==> config.mk <==
export PLATFORM = sky130hd
export DESIGN_NAME = rob_rc_return
export DESIGN_NICKNAME = d
export VERILOG_FILES = /design/src/rtl/rob_rc_return.sv
export SDC_FILE = /design/constraint.sdc
export NUM_CORES = 1
export LEC_CHECK = 0
export CORE_AREA = 5 5 264 266
export DETAILED_ROUTE_END_ITERATION = 12
export DIE_AREA = 0 0 269 271
export PLACE_DENSITY = 0.45
export SLEW_MARGIN = 20
export SYNTH_ARGS = -nofsm -noshare
export SYNTH_HDL_FRONTEND = slang
export SYNTH_SLANG_ARGS = --single-unit
==> constraint.sdc <==
create_clock -name clk -period 2.75 [get_ports clk]
set_input_delay 0.6875 -clock clk [delete_from_list [all_inputs] [get_ports clk]]
set_output_delay 0.6875 -clock clk [all_outputs]
set_load 0.05 [all_outputs]
==> src/rtl/rob_rc_return.sv <==
// Read-completion return path: round-robin merge of four cache-bank
// completions onto one registered rc channel, plus per-bank issue credits.
module rob_rc_return #(
  parameter int ROB_ID_W = 4,
  parameter int DATA_W   = 128,
  parameter int CRDT_MAX = 8
) (
  input  logic                  clk,
  input  logic                  rst,
  input  logic [3:0]            b_rsp_valid,
  output logic [3:0]            b_rsp_ready,
  input  logic [4*ROB_ID_W-1:0] b_rsp_rob_id,
  input  logic [4*DATA_W-1:0]   b_rsp_data,
  output logic                  d_rc_valid,
  output logic [ROB_ID_W-1:0]   d_rc_rob_id,
  output logic [DATA_W-1:0]     d_rc_data,
  output logic [1:0]            d_rc_bank_id,
  input  logic                  isu_req,
  input  logic [1:0]            isu_bank_id,
  output logic                  isu_gnt,
  input  logic [3:0]            crdt_rtn,
  output logic [3:0]            crdt_avail,
  output logic                  crdt_err
);

  localparam int CRDT_W = $clog2(CRDT_MAX + 1);
  localparam logic [CRDT_W-1:0] CRDT_FULL = CRDT_W'(CRDT_MAX);

  logic [1:0]          rr_ptr_q, rr_ptr_d;
  logic [1:0]          win;
  logic                any_vld;
  logic                grant;

  logic                rc_vld_q;
  logic [ROB_ID_W-1:0] rc_id_q;
  logic [DATA_W-1:0]   rc_data_q;
  logic [1:0]          rc_bank_q;

  logic [CRDT_W-1:0]   crdt_q [4];
  logic [CRDT_W-1:0]   crdt_d [4];
  logic                err_q, err_d;

  // Scan downward so the lowest offset from rr_ptr is written last and wins.
  always_comb begin
    win     = rr_ptr_q;
    any_vld = 1'b0;
    for (int k = 3; k >= 0; k--) begin
      if (b_rsp_valid[rr_ptr_q + 2'(k)]) begin
        win     = rr_ptr_q + 2'(k);
        any_vld = 1'b1;
      end
    end
  end

  assign grant = any_vld & ~rst;

  always_comb begin
    b_rsp_ready = '0;
    if (grant) begin
      b_rsp_ready[win] = 1'b1;
    end
  end

  assign rr_ptr_d = grant ? win + 2'd1 : rr_ptr_q;

  always_ff @(posedge clk) begin
    if (rst) begin
      rr_ptr_q  <= '0;
      rc_vld_q  <= 1'b0;
      rc_id_q   <= '0;
      rc_data_q <= '0;
      rc_bank_q <= '0;
    end else begin
      rr_ptr_q <= rr_ptr_d;
      rc_vld_q <= |b_rsp_valid;
      if (grant) begin
        rc_id_q   <= b_rsp_rob_id[win*ROB_ID_W +: ROB_ID_W];
        rc_data_q <= b_rsp_data[win*DATA_W +: DATA_W];
        rc_bank_q <= win;
      end
    end
  end

  assign d_rc_valid   = rc_vld_q;
  assign d_rc_rob_id  = rc_id_q;
  assign d_rc_data    = rc_data_q;
  assign d_rc_bank_id = rc_bank_q;

  assign isu_gnt = isu_req & ~rst & (crdt_q[isu_bank_id] != '0);

  always_comb begin
    err_d = err_q;
    for (int i = 0; i < 4; i++) begin
      logic dec;
      logic inc;
      dec       = isu_gnt & (isu_bank_id == 2'(i));
      inc       = crdt_rtn[i];
      crdt_d[i] = crdt_q[i];
      if (inc && !dec) begin
        if (crdt_q[i] == CRDT_FULL) begin
          err_d = 1'b1;
        end else begin
          crdt_d[i] = crdt_q[i] + 1'b1;
        end
      end else if (dec && !inc) begin
        crdt_d[i] = crdt_q[i] - 1'b1;
      end
    end
  end

  always_ff @(posedge clk) begin
    if (rst) begin
      for (int i = 0; i < 4; i++) begin
        crdt_q[i] <= CRDT_FULL;
      end
      err_q <= 1'b0;
    end else begin
      for (int i = 0; i < 4; i++) begin
        crdt_q[i] <= crdt_d[i];
      end
      err_q <= err_d;
    end
  end

  always_comb begin
    for (int i = 0; i < 4; i++) begin
      crdt_avail[i] = (crdt_q[i] != '0);
    end
  end

  assign crdt_err = err_q;

endmodule
==> Word level (Yosys, flattened, before mapping) <==
Memory sizes are Yosys's and may differ from the RTL's.
Index checks and enable logic that the tools add are counted.
{ "totals": {"out_inout_bits": 145, "n_memories": 1, "ram_bits": 16, "inputBits": 541, "register_bits": 138} }
{ "mem_list": {"columns": ["memory", "depth", "word_bits", "read_ports", "rd_clocked_by_memory_dff", "wr", "line_no", "rtl"], "rows": [
  ["crdt_q", 4, 4, 5, 0, 4, "39", "logic [CRDT_W-1:0] crdt_q [4];"]
]} }
{ "op_classes": {"mux": 46, "shift": 2, "n_reduce_logical": 24, "n_eq_ne": 7, "add_sub_neg": 12, "n_bitwise": 12, "n_lt_le_gt_ge": 6} }
{ "ops": {"columns": ["cell", "count"], "rows": [
  ["512-bit by 10-bit variable part select with 128-bit output", 1],
  ["4-bit 2-to-1 mux", 17],
  ["1-bit 2-to-1 mux", 20],
  ["4-bit nonzero test", 5],
  ["4-bit by 1-bit adder with 4-bit output (second input constant)", 4],
  ["4-bit equality test (second input constant)", 4],
  ["16-bit by 5-bit variable part select with 4-bit output", 1],
  ["4-bit by 1-bit subtractor with 4-bit output (second input constant)", 4],
  ["2-bit by 3-bit < comparator with 1-bit output (second input constant)", 5],
  ["1-bit logical AND", 9],
  ["1-bit binary-select mux with 2-bit select", 4],
  ["1-bit logical NOT", 8],
  ["2-bit 2-to-1 mux", 4],
  ["1-bit bitwise AND", 7],
  ["2-bit by 1-bit adder with 2-bit output (second input constant)", 2],
  ["2-bit adder (second input constant)", 2],
  ["2-bit equality test (second input constant)", 2],
  ["1-bit OR", 4],
  ["4-bit OR reduction", 1],
  ["1-bit demux with 2-bit select", 1],
  ["2-bit by 1-bit equality test with 1-bit output (second input constant)", 1],
  ["2-bit by 1-bit >= comparator with 1-bit output (second input constant)", 1],
  ["2-bit logical NOT", 1],
  ["1-bit NOT", 1]
]} }

==> Logic depth before layout (Yosys ltp) <==
Gate-level depths: netlist of the first run.
{ "depth": {"word_depth": 13, "ltp_mapped": 9, "mapped_depth_nobuf": 8} }

==> Least setup slack after synthesis of the first run <==
OpenSTA, ideal clock, no wires.
{ "synth_timing": {"path_kind": "input to output", "from": "input port isu_bank_id[0]", "to": "output port isu_gnt", "arrival_time_ns": 2.321, "cell_stages": 2, "setup_slack_ns": -0.259, "path_buffers": 0, "cell_sequence": "mux4_2 nor3b_1"} }
{ "synth_via": {"elab_chain_len": 3} }
{ "synth_lines": {"columns": ["element", "line_no", "rtl"], "rows": [
  ["start: declaration", "19", "input logic [1:0] isu_bank_id,"],
  ["memory read 4 x 4 bit", null, null],
  ["4-bit nonzero test", "89", "assign isu_gnt = isu_req & ~rst & (crdt_q[isu_bank_id] != '0);"],
  ["1-bit bitwise AND", "89", null],
  ["end: declaration", "20", "output logic isu_gnt,"]
]} }
Every way passes these cells.

==> Final worst setup path of the first run <==
{ "layout_timing": {"from": "input port b_rsp_valid[1]", "to": "output port b_rsp_ready[3]"} }
{ "layout_via": {"elab_chain_len": 11} }
{ "layout_lines": {"columns": ["element", "line_no", "rtl"], "rows": [
  ["start: declaration", "10", "input logic [3:0] b_rsp_valid,"],
  ["1-bit binary-select mux with 2-bit select", "48", "if (b_rsp_valid[rr_ptr_q + 2'(k)]) begin"],
  ["1-bit 2-to-1 mux (implied by the code)", "48", null],
  ["2-bit 2-to-1 mux (4 in a row)", "48", null],
  ["2-bit by 3-bit < comparator with 1-bit output (implied by the code) or 2-bit by 1-bit >= comparator with 1-bit output (tied branches)", "60", "b_rsp_ready[win] = 1'b1;"],
  ["1-bit logical AND (implied by the code)", "60", null],
  ["1-bit 2-to-1 mux (implied by the code)", "60", null],
  ["1-bit demux with 2-bit select", "60", null],
  ["4-bit 2-to-1 mux (*)", "59", "if (grant) begin"],
  ["end: declaration", "11", "output logic [3:0] b_rsp_ready,"]
]} }
Mark *: on every way between the ends. The rest lies on a longest branch, timed or not. The select of a mux whose other input is x is not followed.

==> summary.txt, run 1 <==
Critical path
  – Top Family by Delay on Critical Path: simple AND/OR/NAND/NOR gates
  – Critical register-to-register path startpoint: rr_ptr_q[0]
  – Delay contributed by the slowest stage of the critical path: 540 ps
  – Maximum fanout encountered on the critical timing path: 4
  – Critical R2R Capture: d_rc_data[37]
  – Worst path arrival time: ~2100 ps
  – Most used cell, CP: sky130_fd_sc_hd__and2_4
  – FF-to-FF path depth: 9
  – Data required time of the critical path: ~2100 ps
  – Slowest stage cell on the critical path: sky130_fd_sc_hd__or4_1
  – Worst Path Buf+Inv: 3
  – Element type at the critical path end: primary output
  – Sequence of cells on the critical path: clkdlybuf4s15_1 -> or4_1 -> and2_4 -> inv_16 -> ha_4 -> and2_4 -> buf_12
  – Kind of launch point of the worst setup path: input port
  – Register-to-register setup slack: 280 ps
  – Worst setup path category: in2out

Clock tree
  – Cell at the root of the clock tree: sky130_fd_sc_hd__clkbuf_16
  – Register clock-pin slew on the reported worst setup and hold paths: about 70 ps
  – Number of buffers added to fix hold violations after cts: 0
  – Bufs on Longest Clock Path: 2
  – Worst skew pair latency: between 400 and 500 ps
  – Sinks on the clock net: between 150 and 200
  – Cts bufs inserted: 17
  – Number of H-tree levels: 4
  – TritonCTS clock tree: built

Routing
  – Detailed-routing iteration count for the pre-antenna-repair pass: 5
  – 1st-iter DRT viols: roughly 320
  – Average wire per standard cell: 20.0 um
  – Via-per-instance ratio: approximately 4
  – Detailed Route WL: approximately 52 mm
  – Via count: 10400
  – Count of antenna-violating nets left after detailed routing: 0
  – DRC viols: 0

STA
  – Fin. max-slew vios: 0
  – Final critical-path share of the clock period: 1.02
  – Endpoints failing hold: 0
  – Least-Margin Pin Slew: 597 ps
  – Maximum operating frequency: 357 MHz
  – Relative max-transition margin: 0.601
  – Final critical path time including I/O delays and setup: ~2800 ps
  – Clock skew: roughly 11 ps
  – Setup repair after global routing missed its margin: true
  – Setup Viol. Count Final: 4
  – Worst-case hold slack: roughly 460 ps
  – PnR worst setup slack: -49.9 ps

Layout
  – Register Area: between 0.003 and 0.004 mm2
  – Fillers: 6920
  – Final design instance area without fill: between 0.015 and 0.02 mm2
  – Multi-input gate area in the final layout: ~0.0064 mm2
  – Fraction of final layout cells sized beyond drive strength 1: 0.222
  – Synth-to-layout area growth: 94.0%
  – Final net count: 2271

Outcome
  – Status: finished with violations
  – Violated checks: setup timing

Yosys
  – Average footprint of a synthesized cell: ~11 um2
  – Most frequently used cell type in the post-synthesis netlist: sky130_fd_sc_hd__mux2i_1
  – Flop and latch count out of synthesis: ~150
  – Top area cells in the synthesized netlist: sky130_fd_sc_hd__dfxtp_1 30%, sky130_fd_sc_hd__mux2i_1 27%, sky130_fd_sc_hd__o221ai_2 20%
  – Mapped Area: slightly above 0.01 mm2
  – Proportion of synthesized flip-flops having asynchronous set or reset: 0
  – Synth warnings: 0
  – Synthesized netlist cell count: about 900
  – Seq/Total Area, Yosys: 0.304
  – Main synth FF type: sky130_fd_sc_hd__dfxtp_1
  – Share of the synthesized area in the top cell type: 0.304
  – Count of cell types in the netlist: 50
  – Post-Synthesis Net Count: about 1500
  – Library cell with the largest summed area after synthesis: sky130_fd_sc_hd__dfxtp_1
  – Most instantiated cells after synthesis: 274 x sky130_fd_sc_hd__mux2i_1, 154 x sky130_fd_sc_hd__dfxtp_1, 146 x sky130_fd_sc_hd__nand2_1
  – Number of synthesized flops with an enable pin: 0

Floorplanning
  – Width of the die: 269 um
  – # IOs: between 600 and 700
  – Placement Rows: 95
  – Die ar.: about 0.073 mm2
  – Starting utilization of the core area: 0.152
  – Die outline height: 271 um
  – Core Region: 0.0668 mm2

Global routing
  – Via count of the first global-routing pass: about 11000
  – Maximum number of pins on one net before global-route repair: between 60 and 70
  – Peak-usage layer in the global routing report: met2
  – Global-route wire length before repair: about 74 mm
  – M1 GR Usage: 0.145
  – Met2 global-route usage: 0.253
  – Initial antenna violation count: 8
  – Total global-route track usage: 0.135
  – Global routing usage on met3: 0.0414
  – Global route total overflow: 0

Placement
  – Final RePlAce weighted congestion: roughly 0.84
  – Estimated wirelength of the detail-placed design: about 43 mm
  – Post-Place Cell Area: 0.0189 mm2
  – Pre-CTS setup slack: -439 ps
  – Count of buffers from port buffering: slightly below 700

Hold path
  – Start point of the worst hold path: d_rc_bank_id[0]
  – Class of the most critical hold timing path: reg2reg
  – Hold EP: d_rc_bank_id[0]
  – Cell depth of the worst min-delay path: 2

Power
  – Power density relative to cell area: 654 mW/mm2
  – Static leakage: around 7.4 nW
  – VDD IR-drop max: 0.418 mV
  – Total Power: roughly 13 mW

Flow run
  – Number of max-cap violations: 0
## where the power goes
group	switching [mW]	internal, mW
clock network	1.19	1.18
registers	0.359	2.80
logic	3.96	3.37
## registers in the layout (all words and copies together), names as in the netlist
register,cells
d_rc_rob_id,4
crdt_err,1
d_rc_valid,1
rr_ptr_q,2
d_rc_data,128
d_rc_bank_id,2
crdt_q,16
## layout make-up
| cell class | count | area share |
|---|---|---|
| Antenna cell | 6 | 0.000764 |
| Tap cell | 873 | 0.0556 |
| Multi-Input combinational cell | 687 | 0.326 |
| Clock buffer | 19 | 0.0220 |
| Timing Repair Buffer | 848 | 0.429 |
| Inverter | 6 | 0.00197 |
| Clock inverter | 13 | 0.00560 |
| Sequential cell | 154 | 0.160 |
## worst max-delay path by stage
stage	startpoint	end	slack, ps	cells past startpoint
6_report	b_rsp_valid[1]	b_rsp_ready[3]	-50	7
5_1_grt	rr_ptr_q[1]	b_rsp_ready[3]	-90	7
4_1_cts	rr_ptr_q[1]	b_rsp_ready[1]	-160	6
3_5_place_dp	b_rsp_valid[3]	d_rc_data[62]	-440	10
3_3_place_gp	b_rsp_valid[0]	b_rsp_ready[0]	-440	7
2_1_floorplan	rst	crdt_q[0][3]	10	9
## routing by layer
layer | routed length [um] | up-vias
met5 | 0 | -
met3 | 3600 | 47
met4 | 947 | 0
li1 | - | 5124
met1 | 19500 | 4934
met2 | 28100 | 339
## placed cells by master (no fill, tap or decap), drive strengths merged, types with 3 or more instances in the layout
master / n
clkdlybuf4s50: 670
mux2i: 274
buf: 171
dfxtp: 154
nand2: 146
o221ai: 132
nor2: 23
clkbuf: 20
nor3: 13
ha: 12
inv: 12
xor2: 8
a31oi: 7
a21oi: 7
diode: 6
a21o: 6
o21ai: 6
and2: 6
or2: 6
clkinvlp: 5
nand3: 4
fa: 4
dlygate4sd2: 4
nor4: 4
nor2b: 3
a211oi: 3
nand2b: 3
## kinds of logic after synthesis
logic type,after synthesis,share of synthesized area
buffers and inverters,82,0.0776
xor gates and xnor gates,8,0.00692
DFF,154,0.304
AOI/OAI and AO/OA,169,0.220
muxes,275,0.273
and+or+nand+nor,219,0.0956
adders and majority gates,16,0.0227
## tightest hold or removal path, cell delays in order, from the launching register on
cell and delay (ps):
sky130_fd_sc_hd__dfxtp_1 320, sky130_fd_sc_hd__nand2_1 50, sky130_fd_sc_hd__a21oi_1 50
## timing repair
action | CTS | global route
pin swaps | 3 | 6
gates resized for setup | 47 | 26
gates cloned | 0 | 0
setup endpoints to repair | 8 | 6
buffers inserted | 4 | 9
## metrics by stage
stage | setup TNS [ps] | utilization | cells
2_1_floorplan | 0 | - | 923
3_3_place_gp | -43170 | 0.282 | 2556
3_5_place_dp | -43020 | 0.282 | 2556
4_1_cts | -624 | 0.292 | 2592
5_1_grt | -306 | 0.294 | 2606
6_report | -156 | 0.294 | 2606
No activity file was read; power rests on OpenSTA's default activity.
==> inputs of run 2 (changes only) <==
- SLEW_MARGIN: 20 -> 10
==> results of run 2 <==
No change in the layout: final DEF, timing and power equal those of run 1.
